**config.mk**
```make
export PLATFORM = sky130hd
export DESIGN_NAME = sync_fire_scheduler
export DESIGN_NICKNAME = d
export VERILOG_FILES = /design/src/rtl/sync_fire_pkg.sv /design/src/rtl/fire_rotate_pick.sv /design/src/rtl/sync_fire_scheduler.sv
export SDC_FILE = /design/constraint.sdc
export NUM_CORES = 1
export LEC_CHECK = 0
export CORE_MARGIN = 4
export CORE_UTILIZATION = 55
export DETAILED_ROUTE_END_ITERATION = 16
export GPL_TIMING_DRIVEN = 0
export HOLD_SLACK_MARGIN = 0.05
export PLACE_DENSITY = 0.83
export SYNTH_ARGS = -nofsm -noshare
export SYNTH_HDL_FRONTEND = slang
export SYNTH_SLANG_ARGS = --single-unit
export TNS_END_PERCENT = 10
```
**constraint.sdc**
```tcl
create_clock -name clk -period 5.9 [get_ports clk]
set_clock_uncertainty 0.1 [all_clocks]
set_input_delay 1.18 -clock clk [delete_from_list [all_inputs] [get_ports clk]]
set_output_delay 1.18 -clock clk [all_outputs]
set_load 0.005 [all_outputs]
```
**src/rtl/sync_fire_pkg.sv**
```systemverilog
// Shared types and constants for the synchronous firing scheduler.
// Latency: n/a (declarations only).
// Backpressure: n/a.
package sync_fire_pkg;

    typedef enum logic [1:0] {
        MODE_RR   = 2'd0,
        MODE_LFSR = 2'd1,
        MODE_EXT  = 2'd2,
        MODE_HOLD = 2'd3
    } mode_t;

    // Galois form of x^16+x^14+x^13+x^11+1, right-shifting.
    localparam logic [15:0] LFSR_TAPS         = 16'hB400;
    localparam logic [15:0] LFSR_DEFAULT_SEED = 16'hACE1;

    function automatic logic [15:0] lfsr_step(input logic [15:0] s);
        lfsr_step = {1'b0, s[15:1]} ^ (s[0] ? LFSR_TAPS : 16'h0000);
    endfunction

endpackage

```
**src/rtl/fire_rotate_pick.sv**
```systemverilog
// Rotating-priority search: first set bit of vec at or after start, wrapping.
// Latency: combinational.
// Backpressure: none.
module fire_rotate_pick #(
    parameter int N = 8
) (
    input  logic [N-1:0]         vec,
    input  logic [$clog2(N)-1:0] start,
    output logic                 found,
    output logic [$clog2(N)-1:0] idx
);

    localparam int IW = $clog2(N);

    always_comb begin
        found = 1'b0;
        idx   = '0;
        for (int i = 0; i < N; i++) begin
            int            p;
            logic [IW-1:0] pi;
            p = int'(start) + i;
            if (p >= N) p = p - N;
            pi = p[IW-1:0];
            if (!found && vec[pi]) begin
                found = 1'b1;
                idx   = pi;
            end
        end
    end

endmodule

```
**src/rtl/sync_fire_scheduler.sv**
```systemverilog
// Picks at most one excited signal per cycle to fire; tracks progress and deadlock.
// Latency: 1 cycle from excitation to registered fire outputs.
// Backpressure: none; a just-fired signal is masked for one cycle until its flop updates.
module sync_fire_scheduler
    import sync_fire_pkg::*;
#(
    parameter int          N               = 8,
    parameter int          IDXW            = $clog2(N),
    parameter int          DEADLOCK_CYCLES = 16,
    parameter logic [15:0] LFSR_SEED       = LFSR_DEFAULT_SEED
) (
    input  logic            clk,
    input  logic            reset,
    input  logic [1:0]      mode,
    input  logic [IDXW-1:0] ext_idx,
    input  logic [N-1:0]    precap,
    input  logic [N-1:0]    state,
    output logic            fire_valid,
    output logic [IDXW-1:0] fire_idx,
    output logic [N-1:0]    fire_onehot,
    output logic            quiescent,
    output logic            deadlock,
    output logic [15:0]     fire_count
);

    localparam int              SW        = $clog2(DEADLOCK_CYCLES + 1);
    localparam logic [SW-1:0]   DC_W      = DEADLOCK_CYCLES[SW-1:0];
    localparam logic [IDXW:0]   N_W       = N[IDXW:0];
    localparam logic [IDXW-1:0] LAST      = IDXW'(N - 1);
    localparam logic [15:0]     SEED_EFF  = (LFSR_SEED == 16'h0000) ? 16'h0001 : LFSR_SEED;

    logic [IDXW-1:0] ptr;
    logic [15:0]     lfsr;
    logic [SW-1:0]   stall;

    logic [N-1:0]    excited;
    logic [N-1:0]    cand;
    logic [IDXW-1:0] rr_start;
    logic [IDXW-1:0] lfsr_start;
    logic [IDXW-1:0] pick_start;
    logic            pick_found;
    logic [IDXW-1:0] pick_idx;
    mode_t           mode_e;

    logic            sel_vld;
    logic [IDXW-1:0] sel_idx;
    logic [N-1:0]    sel_oh;
    logic [SW-1:0]   stall_nxt;

    assign mode_e    = mode_t'(mode);
    assign excited   = precap ^ state;
    assign quiescent = ~|excited;
    // fire_onehot is zero whenever fire_valid is low, so it doubles as the mask.
    assign cand      = excited & ~fire_onehot;

    assign rr_start   = (ptr == LAST) ? '0 : ptr + IDXW'(1);
    assign lfsr_start = ({1'b0, lfsr[IDXW-1:0]} >= N_W) ? lfsr[IDXW-1:0] - N_W[IDXW-1:0]
                                                        : lfsr[IDXW-1:0];
    assign pick_start = (mode_e == MODE_LFSR) ? lfsr_start : rr_start;

    fire_rotate_pick #(.N(N)) u_pick (
        .vec   (cand),
        .start (pick_start),
        .found (pick_found),
        .idx   (pick_idx)
    );

    always_comb begin
        sel_vld = 1'b0;
        sel_idx = '0;
        sel_oh  = '0;
        case (mode_e)
            MODE_RR, MODE_LFSR: begin
                sel_vld = pick_found;
                sel_idx = pick_idx;
            end
            MODE_EXT: begin
                if (({1'b0, ext_idx} < N_W) && cand[ext_idx]) begin
                    sel_vld = 1'b1;
                    sel_idx = ext_idx;
                end
            end
            default: ;
        endcase
        if (sel_vld) sel_oh[sel_idx] = 1'b1;

        stall_nxt = '0;
        if (quiescent) stall_nxt = (stall == DC_W) ? stall : stall + SW'(1);
    end

    always_ff @(posedge clk) begin
        if (reset) begin
            fire_valid  <= 1'b0;
            fire_idx    <= '0;
            fire_onehot <= '0;
            ptr         <= LAST;
            lfsr        <= SEED_EFF;
            stall       <= '0;
            deadlock    <= 1'b0;
            fire_count  <= '0;
        end else begin
            fire_valid  <= sel_vld;
            fire_idx    <= sel_idx;
            fire_onehot <= sel_oh;
            if (sel_vld && mode_e == MODE_RR) ptr <= sel_idx;
            lfsr  <= lfsr_step(lfsr);
            stall <= stall_nxt;
            if (stall_nxt == DC_W) deadlock <= 1'b1;
            if (fire_valid && fire_count != 16'hFFFF) fire_count <= fire_count + 16'd1;
        end
    end

endmodule
```
======== Word-level counts from Yosys, hierarchy flattened ========
Cells that the tools add are included.
Widths: inputs -> output; s select.
operators by class
  equal/unequal tests ..................... 6
  bitwise logic cells ..................... 5
  multiplexer cells ....................... 53
  $lt $le $gt $ge ......................... 19
  add/subtract/negate cells ............... 18
  reduce and logical (&&, ||, !) cells .... 22
operator list
  cell                   count
  $mux 3                 19
  $lt 3x4->1 const B     10
  $ge 4x4->1 const B     7
  $bmux 1 s3             9
  $sub 3x1->3 const B    8
  $mux 1                 19
  $add 16x1->16 const B  1
  $add 3x3->4 const B    4
  $mux 16                1
  $ne 16x16->1 const B   1
  $xor 15x16->16         1
  $eq 5x5->1 const B     2
  $logic_and 1x1->1      10
  $mux 5                 2
  $add 3x2->4 const B    2
  $and 8x8->8            1
  $logic_not 1->1        8
  $not 8->8              1
  $reduce_or 8->1        1
  $xor 8x8->8            1
  $pmux 3 s2             1
  $add 5x1->5 const B    1
  $add 3x1->4 const B    1
  $ge 3x4->1 const B     1
  10 further kinds       11
word-level totals
  word-level logic and storage cells ...... 131
  output and inout port bits .............. 30
  register bits ........................... 53
  input port bits ......................... 23

======== Depth between registers and ports, before layout ========
Gate-level depths: netlist of run 1.
  depth in word-level cells ............... 34
  mapped depth ............................ 19
  gate-level depth less buffers ........... 17

======== Hierarchy ========
From an unflattened synthesis of run 1, not the netlist that was laid out.
second synthesis, totals
  cell total of the unflattened synthesis .. 348
  area, all modules ....................... 3140.5 um2
by module, submodules not included
  module               area an instance (um2)  sequential area each (um2)  cells each  instances
  sync_fire_scheduler  2327.2                  1061.0                      248         1
  fire_rotate_pick     813.3                   0.0                         100         1

======== Worst setup path after synthesis of run 1 ========
OpenSTA, ideal clock, no wires.
  path type ............................... input-to-reg
  from .................................... input mode[0]
  to ...................................... register fire_onehot[3]
  data required time ...................... 5.685 ns
  stages on the path ...................... 18
  path slack .............................. 1.059 ns
  arrival time ............................ 4.626 ns
  cells stage by stage .................... nor2b_1 buf_4 o21ai_4 inv_4 clkbuf_1 ha_1 nand2b_1 a21oi_1 or2_2 clkbuf_1 mux2i_1 mux4_2 a211oi_1 a21oi_1 o32ai_1 or2_2 inv_1 and3_1
between the ends
  cells in the longest elaborated chain, start to end .. 33
  elaborated cells on any way between the ends .. 91
RTL lines
  item                                                                  line                        text
  from (decl)                                                           sync_fire_scheduler.sv:14   input logic [1:0] mode,
  parallel branches: the longest is 33 deep, another holds $add 3x1->4  -
  to (signal assigned)                                                  sync_fire_scheduler.sv:104  fire_onehot <= sel_oh;
  to (decl)                                                             sync_fire_scheduler.sv:20   output logic [N-1:0] fire_onehot,
Parallel ways; which one is timed is not known. The select of a mux whose other input is x is not followed.
A chain may end at the register's enable or synchronous reset.

======== Worst setup path after layout of run 1 ========
  from .................................... input mode[0]
  to ...................................... register ptr[2]
between the ends
  cells in the longest elaborated chain, start to end .. 30
  elaborated cells on any way between the ends .. 85
RTL lines
  item                                                                  line                        text
  parallel branches: the longest is 30 deep, another holds $add 3x1->4  -
  to (signal assigned)                                                  sync_fire_scheduler.sv:105  if (sel_vld && mode_e == MODE_RR) ptr <= sel_idx;
  to (decl)                                                             sync_fire_scheduler.sv:32   logic [IDXW-1:0] ptr;
Parallel ways; which one is timed is not known. The select of a mux whose other input is x is not followed.

==> impl_metrics.ini, run 1 <==
[outcome]
run_status = finished, final reports clean

[power_and_ir_drop]
worst_ir_drop_vdd_mv = 0.184
total_leakage_power_uw = 0.00165
power-per-cell-area_mw_per_mm2 = 271
p_total_uw = 1200

[detailed_routing]
drt_drc_violations_left = 0
detail_route.iter0.violations = 409
post_dr_vias_cell = 6.40
detail_route.wirelength_mm = 10.7
wire_per_inst_um = 19.0
final_antenna_net_count = 0
vias = 3583
drt_first_pass_iters = 5

[critical_path]
crit_type = in2reg
timing.critical_path.fanout_max = 10
cp.arrival_ns = 5.79
crit_required_ns = 6.01
worstSetupStartpointType = input pin
nature_of_the_critical_path_endpoint = register

[clock_network]
cts_tree = yes
cts.clk_slew.worst_paths_ns = 0.10
clockRootBuffer = clkbuf_8
clock_sink_count = 53
hold_fix_buffer_count_after_cts = 0
ctsHtreeMaxLevel = 2
ctsLongestPathBuffers = 2
cts_inserted_buffers = 5
clkLatencyLatePin_ns = 0.31

[timing]
timing_hold_violations_final = 0
worstMarginPinSlew_ns = 0.841
finalMaxSlewViolations = 0
maxSlewHeadroom_pct = 42.5
max_freq_mhz = 176
setup_tns_ns = 0
finalSetupViolCount = 0
final.period_utilization_pct = 96.2
period_minus_slack_ns = 5.67
layout_setup_ws_ns = 0.226

[logic_synthesis]
synth.yosys.seq_area_share_pct = 29.4
synth_area_leaders = dfxtp_1 29%, mux4_2 5.6%, mux2i_1 4.4%
commonest_register_cell_after_synthesis = dfxtp_1
synth-edff-count = 0
ys_async_sr_fraction_pct = 0
synthCells = 418
syn_area_mm2 = 0.00360
synth-seq-cells = 53
synth.distinct_cells = 62
yosysTopAreaCell = dfxtp_1
synth.yosys.warnings = 0
yosys-top-cells-count = 53 x dfxtp_1, 42 x nor2_1, 24 x nand2_1
synth.avg_cell_area_um2 = 8.62
synth_top_area_share_pct = 29.4
syn_nets = 448
yosysMostFrequentCell = dfxtp_1

[floorplanning]
die-area_mm2 = 0.00791
core.rowCount = 29
core_footprint_mm2 = 0.00635
height_of_the_chip_um = 89.0
initial_core_util_pct = 56.8
design.portCount = 53
dieWidth_um = 89.0

[final_layout]
final_cell_area_mm2 = 0.00441
num_antenna_cells = 0
nets = 512
final_layout_size_suffix_gt1_share_pct = 11.8
ff_latch_area_mm2 = 0.00106
area_growth_syn_to_layout_pct = 22.4
n_fill_cell = 508
multi_input_area_mm2 = 0.00245

[placed_design]
place_congestion = 1.01
placement.io_buffers = 52
detailed_place_hpwl_mm = 8.12
dpl_cell_area_mm2 = 0.00422
dp_slack_ns = -0.447

[run]
max_cap_viol_count = 0

[hold_path]
min_path_type = reg2reg

[global_route]
grt_start_max_net_pins = 17
global_route.overflow_total = 0
grt_antenna_before_repair = 0
number_of_global_route_vias_before_repair = 3389
grt_pass1_wl_mm = 16.7
track_usage_pct = 27.2
==> worst max-delay path, stage by stage <==
cell	delay [ns]
clkdlybuf4s50_1	0.63
nor2b_1	0.17
buf_4	0.21
o21ai_4	0.12
inv_2	0.19
buf_2	0.31
ha_1	0.26
nand2b_1	0.15
a21oi_1	0.11
o21ai_0	0.34
o2111ai_1	0.17
a311oi_1	0.54
nand4_1	0.26
o21ai_0	0.38
or2_2	0.18
clkbuf_1	0.21
nor2_1	0.09
a211o_1	0.27
==> cell usage in the layout, fill, tap and decap left out, types with 7 or more instances in the layout <==
master,count
or2_2,10
a211oi_1,10
a21oi_1,22
nand4_1,9
dfxtp_1,53
clkbuf_1,12
inv_1,12
xnor2_1,17
o211ai_1,7
nand3_1,16
clkdlybuf4s50_1,51
nor2_1,42
nand2_1,24
o2111ai_1,7
xor2_1,14
mux4_2,9
o21ai_0,15
mux2i_1,16
nor2b_1,10
nand2b_1,15
ha_1,7
==> report_power, final <==
group	internal, uW	switching (uW)
clock	138	121
combinational	230	315
sequential	379	13.0
total	747	450
==> flip-flops by register name, summed over array words and instances (netlist names) <==
register	count
lfsr	16
stall	5
fire_idx	3
fire_onehot	8
fire_count	16
ptr	3
deadlock	1
fire_valid	1
==> kinds of logic after synthesis <==
logic type               synth area share (%)
AO/OA/AOI/OAI                            21.5
buffers and inverters                    3.47
AND/OR/NAND/NOR                          24.3
XOR/XNOR                                 7.53
multiplexers                             11.3
flip-flops                               29.4
adder cells (fa/ha/maj)                  2.43
==> per-stage QoR <==
stage / hold WS [ns] / util, % / cells
finish: 0.323 / 69.5 / 560
global route: 0.331 / 69.5 / 560
CTS: 0.326 / 68.4 / 555
detailed placement: 0.302 / 66.5 / 547
global placement: 0.293 / 66.5 / 547
floorplan: 0.289 / - / 418
==> path summary, 6_finish.rpt <==
kind | from | endpoint | slack (ns) | cells past startpoint
min | lfsr[7]$_SDFF_PP1_ | lfsr[6]$_SDFF_PP1_ | 0.32 | 1
max reg2reg | ptr[0]$_SDFFE_PP1P_ | ptr[2]$_SDFFE_PP1P_ | 1.09 | 18
min reg2reg | lfsr[7]$_SDFF_PP1_ | lfsr[6]$_SDFF_PP1_ | 0.32 | 1
max | mode[0] | ptr[2]$_SDFFE_PP1P_ | 0.23 | 18
==> layout make-up <==
class	count	share of cell area (%)
buffer	17	1.64
clock buffer	6	1.87
clock inverter	2	0.851
inverter	14	1.25
multi-input combinational	334	55.5
sequential	53	24.0
tap	77	2.18
timing repair buffer	57	12.6
==> routing by layer <==
metal / up-vias / wire length (um) / global-route usage, %
met5: - / 0 / 0
met4: 0 / 172 / 5.55
met3: 19 / 1230 / 7.93
met2: 206 / 4650 / 41.0
met1: 1683 / 4610 / 39.1
li1: 1675 / - / -
==> repair_timing <==
action / 4_1_cts / 5_1_grt
pin swaps: 0 / 2
endpoints found under the setup margin: 9 / 12
buffers inserted: 0 / 5
gates resized for setup: 2 / 8
Power figures use the tool's default switching activity.
==> run 2: changes to the inputs <==
CORE_UTILIZATION = 64   (was 55)
DONT_BUFFER_PORTS = 1   (was unset)
PLACE_DENSITY = 0.82   (was 0.83)
==> impl_metrics.ini, run 2 (synthesis gave the netlist of run 1 again) <==
[power_and_ir_drop]
power_internal_uw = 654
power-per-cell-area_mw_per_mm2 = 283
power.combinational.fraction_pct = 44.1
power.share.clock_pct = 18.9
total_leakage_power_uw = 0.00140
power_switching_uw = 417
switching_share_pct = 39.0
share_of_total_power_in_sequential_cells_pct = 36.9
p_total_uw = 1070
worst_ir_drop_vdd_mv = 0.187

[global_route]
grt_use_met3_pct = 7.74
top_usage_layer = met2
grt_util_met2_pct = 41.3
track_usage_pct = 27.7
grt_start_max_net_pins = 17
number_of_global_route_vias_before_repair = 3103
groute.layer.met1.usage_pct = 38.4
grt_antenna_before_repair = 0
global_route.overflow_total = 0
grt_pass1_wl_mm = 15.6

[detailed_routing]
final_antenna_net_count = 0
post_dr_vias_cell = 6.84
wire_per_inst_um = 19.3
drt_first_pass_iters = 6
vias = 3407
drt_drc_violations_left = 0
detail_route.wirelength_mm = 9.62
detail_route.iter0.violations = 405

[placed_design]
dpl_cell_area_mm2 = 0.00369
detailed_place_hpwl_mm = 7.33
placed_cells = 490
place_congestion = 0.921
placement.io_buffers = 0

[timing]
maxSlewHeadroom_pct = 42.1
period_minus_slack_ns = 5.49
finalMaxSlewViolations = 0
setup_tns_ns = 0
final.period_utilization_pct = 93.0
max_freq_mhz = 182
finalSetupViolCount = 0
timing_hold_violations_final = 0
worstMarginPinSlew_ns = 0.846
grt_setup_unrepaired = false

[floorplanning]
height_of_the_chip_um = 83.1
die-area_mm2 = 0.00690
design.portCount = 53
core_footprint_mm2 = 0.00547
core.rowCount = 27
initial_core_util_pct = 65.9
dieWidth_um = 83.1

[clock_network]
post_cts_buffers = 0
cts_tree = yes
ctsHtreeMaxLevel = 2
cts_inserted_buffers = 5
hold_fix_buffer_count_after_cts = 0
post_cts_resized = 0
clockRootBuffer = clkbuf_8
clock_sink_count = 53
clkLatencyLatePin_ns = 0.31
ctsLongestPathBuffers = 2
cts.clk_slew.worst_paths_ns = 0.10

[final_layout]
final_layout_size_suffix_gt1_share_pct = 10.8
layout_common_cells = 53 x dfxtp_1, 42 x nor2_1, 24 x nand2_1
area_growth_syn_to_layout_pct = 4.93
registers_with_the_most_flip_flops = fire_count x16, lfsr x16, fire_onehot x8
num_antenna_cells = 0
final_cell_area_mm2 = 0.00378
layout.cells.non_filler = 498
nets = 455
mostFrequentLayoutCell = dfxtp_1
final_core_utilization_pct = 69.1

[critical_path]
cp.arrival_ns = 5.60
worstSetupStartpointType = input pin
crit_required_ns = 6.01
timing.critical_path.slowest_stage_cell = a21oi_1
critical-path-top-delay-family = compound AO/OA/AOI/OAI gates
max_stage_delay_ns = 0.51
worstPathBufferInverterCount = 5
path_cells = nor2b_1, buf_4, o21ai_4, inv_4, clkbuf_1, ha_1, nand2b_1, a21oi_1, or2_2, clkbuf_1, o21ai_0, mux4_2, a211oi_1, a21oi_1, o32ai_1, or2_2, inv_1, and3_1
timing.critical_path.fanout_max = 10
nature_of_the_critical_path_endpoint = register
crit_type = in2reg

[outcome]
run_status = finished, final reports clean

[run]
max_cap_viol_count = 0

[hold_path]
min_path_type = reg2reg
-- run 2: final timing paths --
| path | start | cells after the start | end | slack, ns |
|---|---|---|---|---|
| worst min register to register | lfsr[8]$_SDFF_PP0_ | 1 | lfsr[7]$_SDFF_PP1_ | 0.31 |
| worst max register to register | ptr[0]$_SDFFE_PP1P_ | 19 | fire_onehot[3]$_SDFF_PP0_ | 0.53 |
| worst max-delay path | mode[0] | 18 | fire_onehot[3]$_SDFF_PP0_ | 0.41 |
| worst min-delay path | lfsr[8]$_SDFF_PP0_ | 1 | lfsr[7]$_SDFF_PP1_ | 0.31 |
-- run 2: through the flow --
| stage | hold slack (ns) | setup WS, ns |
|---|---|---|
| floorplan | 0.289 | 1.06 |
| global placement | 0.293 | 0.308 |
| detailed placement | 0.294 | 0.202 |
| CTS | 0.315 | 0.522 |
| global route | 0.338 | 0.0304 |
| finish | 0.314 | 0.410 |
-- run 2: power groups by stage --
stage / Sequential [uW] / Combinational (uW) / Clock (uW)
2_1_floorplan: 398 / 360 / 0
3_3_place_gp: 403 / 446 / 0
3_5_place_dp: 403 / 455 / 0
4_1_cts: 395 / 458 / 205
5_1_grt: 398 / 506 / 222
6_report: 396 / 473 / 203
-- run 2: layout make-up --
type	instances	area, um^2
plain buffers	17	70.1
clock buffers	6	72.6
clock inverters	2	15.0
fillers	457	1690
inverters	14	55.1
multi-input cells	334	2420
flip-flops and latches	53	1060
well taps	72	90.1
-- run 2: metal layers --
layer	routed length (um)	vias to the layer above	share of wire, %
met5	0	-	0
met4	257	0	2.7
met3	1170	27	12
met2	4270	222	44
met1	3920	1602	41
li1	-	1556	-
